## src/rtl/spi_reg_slave.sv

```systemverilog
`default_nettype none
// ============================================================================
// Module   : spi_reg_slave
// Purpose  : SPI slave with register-file access. Pins are oversampled in the clk domain.
//            Optional burst auto-increment is enabled by defining SPI_AUTOINC_EN.
// Revision : 1.0 - initial release
// ============================================================================
module spi_reg_slave #(
    parameter int DATA_W = 8,
    parameter int ADDR_W = 7,
    parameter bit CPOL   = 1'b0,
    parameter bit CPHA   = 1'b0
) (
    input  logic              clk,
    input  logic              rst,
    input  logic              sclk,
    input  logic              en,
    input  logic              mosi,
    output logic              miso,
    output logic              miso_oe,
    output logic [ADDR_W-1:0] reg_addr,
    output logic [DATA_W-1:0] reg_wdata,
    output logic              reg_we,
    output logic              reg_re,
    input  logic [DATA_W-1:0] reg_rdata
);
    localparam int c_CMD_W = 1 + ADDR_W;
    localparam int c_MAX_W = (c_CMD_W > DATA_W) ? c_CMD_W : DATA_W;
    localparam int c_CNT_W = $clog2(c_MAX_W + 1);
    localparam logic [c_CNT_W-1:0] c_CMD_LAST  = c_CNT_W'(c_CMD_W - 1);
    localparam logic [c_CNT_W-1:0] c_DATA_LAST = c_CNT_W'(DATA_W - 1);

    typedef enum logic [2:0] {
        S_IDLE  = 3'd0,
        S_CMD   = 3'd1,
        S_RDREQ = 3'd2,
        S_RDCAP = 3'd3,
        S_DATA  = 3'd4
    } state_t;

    state_t r_state, w_state_nxt;

    // [0],[1] synchroniser flops, [2] previous value for edge detection
    logic [2:0]         r_sclk_sync;
    logic [2:0]         r_en_sync;
    logic [1:0]         r_mosi_sync;
    logic [1:0]         r_sync_cnt;
    logic               r_armed;

    logic [c_CNT_W-1:0] r_bit_cnt;
    logic [c_CMD_W-2:0] r_cmd_sr;
    logic [DATA_W-2:0]  r_rx_sr;
    logic [DATA_W-1:0]  r_tx_sr;
    logic               r_rw;
    logic               r_rd_phase;
    logic               r_done;

    logic               w_sclk_rise, w_sclk_fall, w_lead, w_trail;
    logic               w_sample, w_shift;
    logic               w_en_fall, w_en_rise;
    logic               w_mosi;
    logic               w_cmd_last, w_data_last, w_word_done;
    logic [c_CMD_W-1:0] w_cmd_word;
    logic [DATA_W-1:0]  w_rx_word;

    assign w_sclk_rise = r_sclk_sync[1] & ~r_sclk_sync[2];
    assign w_sclk_fall = ~r_sclk_sync[1] & r_sclk_sync[2];
    assign w_lead      = (CPOL == 1'b0) ? w_sclk_rise : w_sclk_fall;
    assign w_trail     = (CPOL == 1'b0) ? w_sclk_fall : w_sclk_rise;
    assign w_sample    = (CPHA == 1'b0) ? w_lead : w_trail;
    assign w_shift     = (CPHA == 1'b0) ? w_trail : w_lead;

    // A frame may only start once en has been seen high from the pin after reset,
    // so a reset in the middle of a frame cannot resynchronise onto its tail.
    assign w_en_fall   = r_armed & r_en_sync[2] & ~r_en_sync[1];
    assign w_en_rise   = ~r_en_sync[2] & r_en_sync[1];
    assign w_mosi      = r_mosi_sync[1];

    assign w_cmd_word  = {r_cmd_sr, w_mosi};
    assign w_rx_word   = {r_rx_sr, w_mosi};
    assign w_cmd_last  = (r_bit_cnt == c_CMD_LAST);
    assign w_data_last = (r_bit_cnt == c_DATA_LAST);
    assign w_word_done = (r_state == S_DATA) && w_sample && w_data_last && !r_done;

    always_ff @(posedge clk) begin
        if (rst) begin
            r_state <= S_IDLE;
        end else begin
            r_state <= w_state_nxt;
        end
    end

    always_comb begin
        w_state_nxt = r_state;
        case (r_state)
            S_IDLE: begin
                if (w_en_fall) w_state_nxt = S_CMD;
            end
            S_CMD: begin
                if (w_sample && w_cmd_last)
                    w_state_nxt = w_cmd_word[c_CMD_W-1] ? S_DATA : S_RDREQ;
            end
            S_RDREQ: w_state_nxt = S_RDCAP;
            S_RDCAP: w_state_nxt = S_DATA;
            S_DATA: begin
`ifdef SPI_AUTOINC_EN
                if (w_word_done && !r_rw) w_state_nxt = S_RDREQ;
`endif
            end
            default: w_state_nxt = S_IDLE;
        endcase
        if ((r_state != S_IDLE) && w_en_rise) w_state_nxt = S_IDLE;
    end

    always_ff @(posedge clk) begin
        if (rst) begin
            r_sclk_sync <= {3{CPOL}};
            r_en_sync   <= 3'b111;
            r_mosi_sync <= 2'b00;
            r_sync_cnt  <= 2'd0;
            r_armed     <= 1'b0;
            r_bit_cnt   <= '0;
            r_cmd_sr    <= '0;
            r_rx_sr     <= '0;
            r_tx_sr     <= '0;
            r_rw        <= 1'b0;
            r_rd_phase  <= 1'b0;
            r_done      <= 1'b0;
            miso        <= 1'b0;
            miso_oe     <= 1'b0;
            reg_addr    <= '0;
            reg_wdata   <= '0;
            reg_we      <= 1'b0;
            reg_re      <= 1'b0;
        end else begin
            r_sclk_sync <= {r_sclk_sync[1:0], sclk};
            r_en_sync   <= {r_en_sync[1:0], en};
            r_mosi_sync <= {r_mosi_sync[0], mosi};
            if (r_sync_cnt != 2'd2) r_sync_cnt <= r_sync_cnt + 2'd1;
            if ((r_sync_cnt == 2'd2) && r_en_sync[1]) r_armed <= 1'b1;

            reg_we  <= w_word_done && r_rw;
            reg_re  <= (w_state_nxt == S_RDREQ);
            miso_oe <= (w_state_nxt != S_IDLE);

`ifdef SPI_AUTOINC_EN
            if (reg_we) reg_addr <= reg_addr + 1'b1;
`endif

            case (r_state)
                S_IDLE: begin
                    if (w_en_fall) begin
                        r_bit_cnt  <= '0;
                        r_cmd_sr   <= '0;
                        r_tx_sr    <= '0;
                        r_rd_phase <= 1'b0;
                        r_done     <= 1'b0;
                        miso       <= 1'b0;
                    end
                end
                S_CMD: begin
                    if (w_sample) begin
                        r_cmd_sr <= w_cmd_word[c_CMD_W-2:0];
                        if (w_cmd_last) begin
                            r_bit_cnt <= '0;
                            reg_addr  <= w_cmd_word[ADDR_W-1:0];
                            r_rw      <= w_cmd_word[c_CMD_W-1];
                        end else begin
                            r_bit_cnt <= r_bit_cnt + 1'b1;
                        end
                    end
                end
                S_RDCAP: begin
                    r_rd_phase <= 1'b1;
                    r_bit_cnt  <= '0;
                    // CPHA=0 masters sample before any shift edge, so the MSB goes out now
                    if (CPHA == 1'b0) begin
                        {miso, r_tx_sr} <= {reg_rdata, 1'b0};
                    end else begin
                        r_tx_sr <= reg_rdata;
                    end
                end
                S_DATA: begin
                    if (w_shift && r_rd_phase && ((CPHA != 1'b0) || (r_bit_cnt != '0)))
                        {miso, r_tx_sr} <= {r_tx_sr, 1'b0};
                    if (w_sample && !r_done) begin
                        r_rx_sr <= w_rx_word[DATA_W-2:0];
                        if (w_data_last) begin
                            r_bit_cnt <= '0;
                            if (r_rw) reg_wdata <= w_rx_word;
`ifdef SPI_AUTOINC_EN
                            if (!r_rw) reg_addr <= reg_addr + 1'b1;
`else
                            r_done     <= 1'b1;
                            r_rd_phase <= 1'b0;
                            miso       <= 1'b0;
`endif
                        end else begin
                            r_bit_cnt <= r_bit_cnt + 1'b1;
                        end
                    end
                end
                default: ;
            endcase

            if (w_state_nxt == S_IDLE) begin
                miso       <= 1'b0;
                r_rd_phase <= 1'b0;
            end
        end
    end

endmodule
`default_nettype wire

```

## config.mk

```make
export PLATFORM = sky130hd
export DESIGN_NAME = spi_reg_slave
export DESIGN_NICKNAME = d
export VERILOG_FILES = /design/src/rtl/spi_reg_slave.sv
export SDC_FILE = /design/constraint.sdc
export NUM_CORES = 1
export LEC_CHECK = 0
export BUFFER_PORTS_ARGS = -buffer_cell sky130_fd_sc_hd__buf_2
export CORE_ASPECT_RATIO = 0.5
export CORE_UTILIZATION = 55
export DETAILED_ROUTE_END_ITERATION = 10
export PLACE_DENSITY = 0.76
export REMOVE_ABC_BUFFERS = 1
export SKIP_LAST_GASP = 1
export SYNTH_ARGS = -nofsm -noshare
export SYNTH_HDL_FRONTEND = slang
export SYNTH_SLANG_ARGS = --single-unit
```

## constraint.sdc

```tcl
create_clock -name clk -period 3.6 [get_ports clk]
set_clock_uncertainty 0.1 [all_clocks]
set_input_delay 0.72 -clock clk [delete_from_list [all_inputs] [get_ports clk]]
set_output_delay 0.72 -clock clk [all_outputs]
set_load 0.05 [all_outputs]
```

==> impl_metrics.json <==
{
  "rows": 16,
  "drt-total-wl_um": 5030,
  "critical_path_arrival_ns": 2.46,
  "power_frac_comb_pct": 6.4,
  "grt_pass1_wl_um": 8670,
  "vias_per_cell": 5.80,
  "postCtsSetupRepairBufs": 0,
  "hp-class": "reg -> reg",
  "fin_cells": 361,
  "power_density_mw_per_mm2": 495,
  "synthArstFlopShare_pct": 0,
  "clock-sinks": 61,
  "dp.cells": 345,
  "power_leakage_nw": 1.10,
  "core_area_mm2": 0.00414,
  "critPathLaunchType": "flop",
  "grt_max_degree": 34,
  "fin_util_pct": 70.3,
  "antenna_found_initial": 0,
  "overflow": 0,
  "p_switching_mw": 0.316,
  "synth_top_area_share_pct": 48.5,
  "htreeDepth": 3,
  "relSlewSlack_pct": 50.6,
  "intPower_mw": 1.13,
  "finalWeightedCongestion": 0.850,
  "clockPowerShare_pct": 44.2,
  "cts_buffers": 9,
  "seq_area_frac_synth_pct": 48.5,
  "cts_hold_buf": 0,
  "synth_edf_count": 0,
  "grt_pass1_vias": 1938,
  "status": "finished with violations",
  "synth_cells": 272,
  "slowest_stage": "nor4_4",
  "fp.dieH_um": 49.8,
  "finalSetupViolCount": 0,
  "drive_above_1_share_pct": 18.9,
  "ys_warn_count": 0,
  "syn-mean-instance-area_um2": 9.25,
  "root_buffer": "clkbuf_8",
  "cts_tree": "done",
  "io_buffers": 31,
  "netlist_area_mm2": 0.00252,
  "layout_min_cycle_time_ns": 2.35,
  "finalCritPeriodShare_pct": 65.3,
  "pin_count": 32,
  "p_sw_share_pct": 21.9,
  "slowest_delay_ns": 0.64,
  "die_x_um": 97.7,
  "synth-seq-cells": 61,
  "clockBufferDepth": 2,
  "pwr-share-seq_pct": 49.4,
  "synth_top_area_cell": "dfxtp_1",
  "start_util_pct": 60.7,
  "grt_usage_pct": 22.8,
  "drc": 4,
  "clkLatencyLatePin_ns": 0.33,
  "cts_resized": 0,
  "wl_per_cell_um": 13.9,
  "cap_viol_max_count": 0,
  "final_hold_viol_count": 0,
  "tightest_slew_ns": 0.735,
  "worstPathRequired_ns": 3.71,
  "crit_type": "reg -> reg",
  "totalPowerFinal_mw": 1.44,
  "clkTransAtPathRegs_ns": 0.07,
  "path_cells": "or3b_1, nor4_4, mux2i_1, nor2_1",
  "fmax_mhz": 426,
  "dieArea_mm2": 0.00487,
  "drv_slew": 0,
  "dp.final_hpwl_um": 3510,
  "ant_nets": 0,
  "violations": "DRC",
  "dr.pass1.iters": 8,
  "num_vias": 2092,
  "setup_tns_ns": 0,
  "diodes": 0,
  "worst-path-max-fanout": 16,
  "areaGrowthSynthToFinish_pct": 15.8,
  "yosys.cell_types.count": 46,
  "synth-main-ff-cell": "dfxtp_1",
  "nets": 318,
  "peakVddDrop_uv": 287,
  "drt_iter0_drc": 99,
  "endpoint_kind": "flop",
  "yosys-top-cells-area": "dfxtp_1, mux2i_1, nor2_1",
  "rsz0062_at_grt": "false"
}
-- per-stage QoR --
step | worst slack, ns | hold slack [ns] | instance area, um2
after floorplan | 0.970 | 0.289 | 2460
after global placement | 1.33 | 0.291 | 2710
after detailed placement | 1.29 | 0.294 | 2710
after CTS | 1.28 | 0.310 | 2910
after global routing | 1.13 | 0.342 | 2910
final | 1.25 | 0.308 | 2910
-- routing by layer --
metal,track usage [%],wire length (um)
met5,0,0
met4,7.07,37
met3,8.09,312
met2,35.7,2200
met1,29.8,2490
-- worst paths after layout --
| check | start | endpoint | slack (ns) | cells past startpoint |
|---|---|---|---|---|
| max | r_state[2] | reg_wdata[2] | 1.25 | 4 |
| min reg2reg | r_en_sync[0] | r_en_sync[1] | 0.31 | 1 |
| max reg2reg | r_state[2] | reg_wdata[2] | 1.25 | 4 |
| min | r_en_sync[0] | r_en_sync[1] | 0.31 | 1 |
-- cell usage in the layout (no fill, tap or decap), types with 2 or more instances in the layout --
cell type	count
dfxtp_1	61
nor2_1	33
buf_2	31
nor3_1	20
nand2_1	18
a21oi_1	16
mux2i_1	16
clkbuf_8	9
inv_1	8
nand3_1	8
a22oi_1	8
nor2b_1	7
or2_2	6
a222oi_1	6
and3b_1	5
a21o_1	3
nand3b_1	3
o32ai_1	3
o21ai_0	3
ha_1	3
clkbuf_1	3
nand2b_1	2
nor3b_1	2
nor4bb_1	2
a32oi_1	2
a21boi_0	2
a31oi_1	2
bufinv_16	2
buf_4	2
-- power groups by stage --
stage / registers [mW] / clock network (mW) / logic, mW
detailed placement: 0.727 / 0 / 0.0917
finish: 0.713 / 0.638 / 0.0917
floorplan: 0.725 / 0 / 0.0609
global placement: 0.726 / 0 / 0.0848
global route: 0.715 / 0.683 / 0.106
CTS: 0.712 / 0.651 / 0.0927
-- worst max-delay path: cells and delay by family (launching register included) --
family | cells | cell delay (ns)
flip-flops | 1 | 0.63
multiplexers | 1 | 0.26
AND/OR/NAND/NOR | 3 | 1.24
-- logic make-up (layout without fill, tap and decap cells) --
kind of cell / count (synthesis) / after routing / synth area share (%)
adders and majority gates: 4 / 4 / 1.89
buffers and inverters: 22 / 57 / 3.38
AOI/OAI and AO/OA: 51 / 51 / 14.4
xor gates and xnor gates: 2 / 2 / 0.696
and+or+nand+nor: 116 / 116 / 24.8
muxes: 16 / 16 / 6.36
DFF: 61 / 61 / 48.5
-- synth_stat cells, drive strengths merged, types with 3 or more instances --
cell type and instances:
ha 3, nor2 33, o32ai 3, a21oi 16, buf 3, nand3 8, or2 6, nand3b 3
nor2b 7, inv 8, a22oi 8, a222oi 6, nor3b 3, nand2 18, nor3 21, and3b 5
a21o 3, dfxtp 61, clkbuf 11, o21ai 4, mux2i 16
-- layout make-up --
cell class / instances / area, um2
Fill cell: 329 / 1230
Sequential cell: 61 / 1220
Multi-Input combinational cell: 189 / 1220
Timing Repair Buffer: 33 / 170
Clock buffer: 12 / 135
Clock inverter: 4 / 72.6
Tap cell: 54 / 67.6
Inverter: 8 / 30.0
-- registers in the layout, indices dropped and copies added (netlist names) --
signal	count
r_rx_sr	7
reg_addr	7
miso_oe	1
r_bit_cnt	4
r_cmd_sr	7
r_sync_cnt	2
r_state	3
r_sclk_sync	3
r_rw	1
miso	1
r_done	1
reg_wdata	8
reg_we	1
r_rd_phase	1
r_armed	1
r_en_sync	3
r_mosi_sync	2
reg_re	1
r_tx_sr	7
No activity file was read; power rests on OpenSTA's default activity.
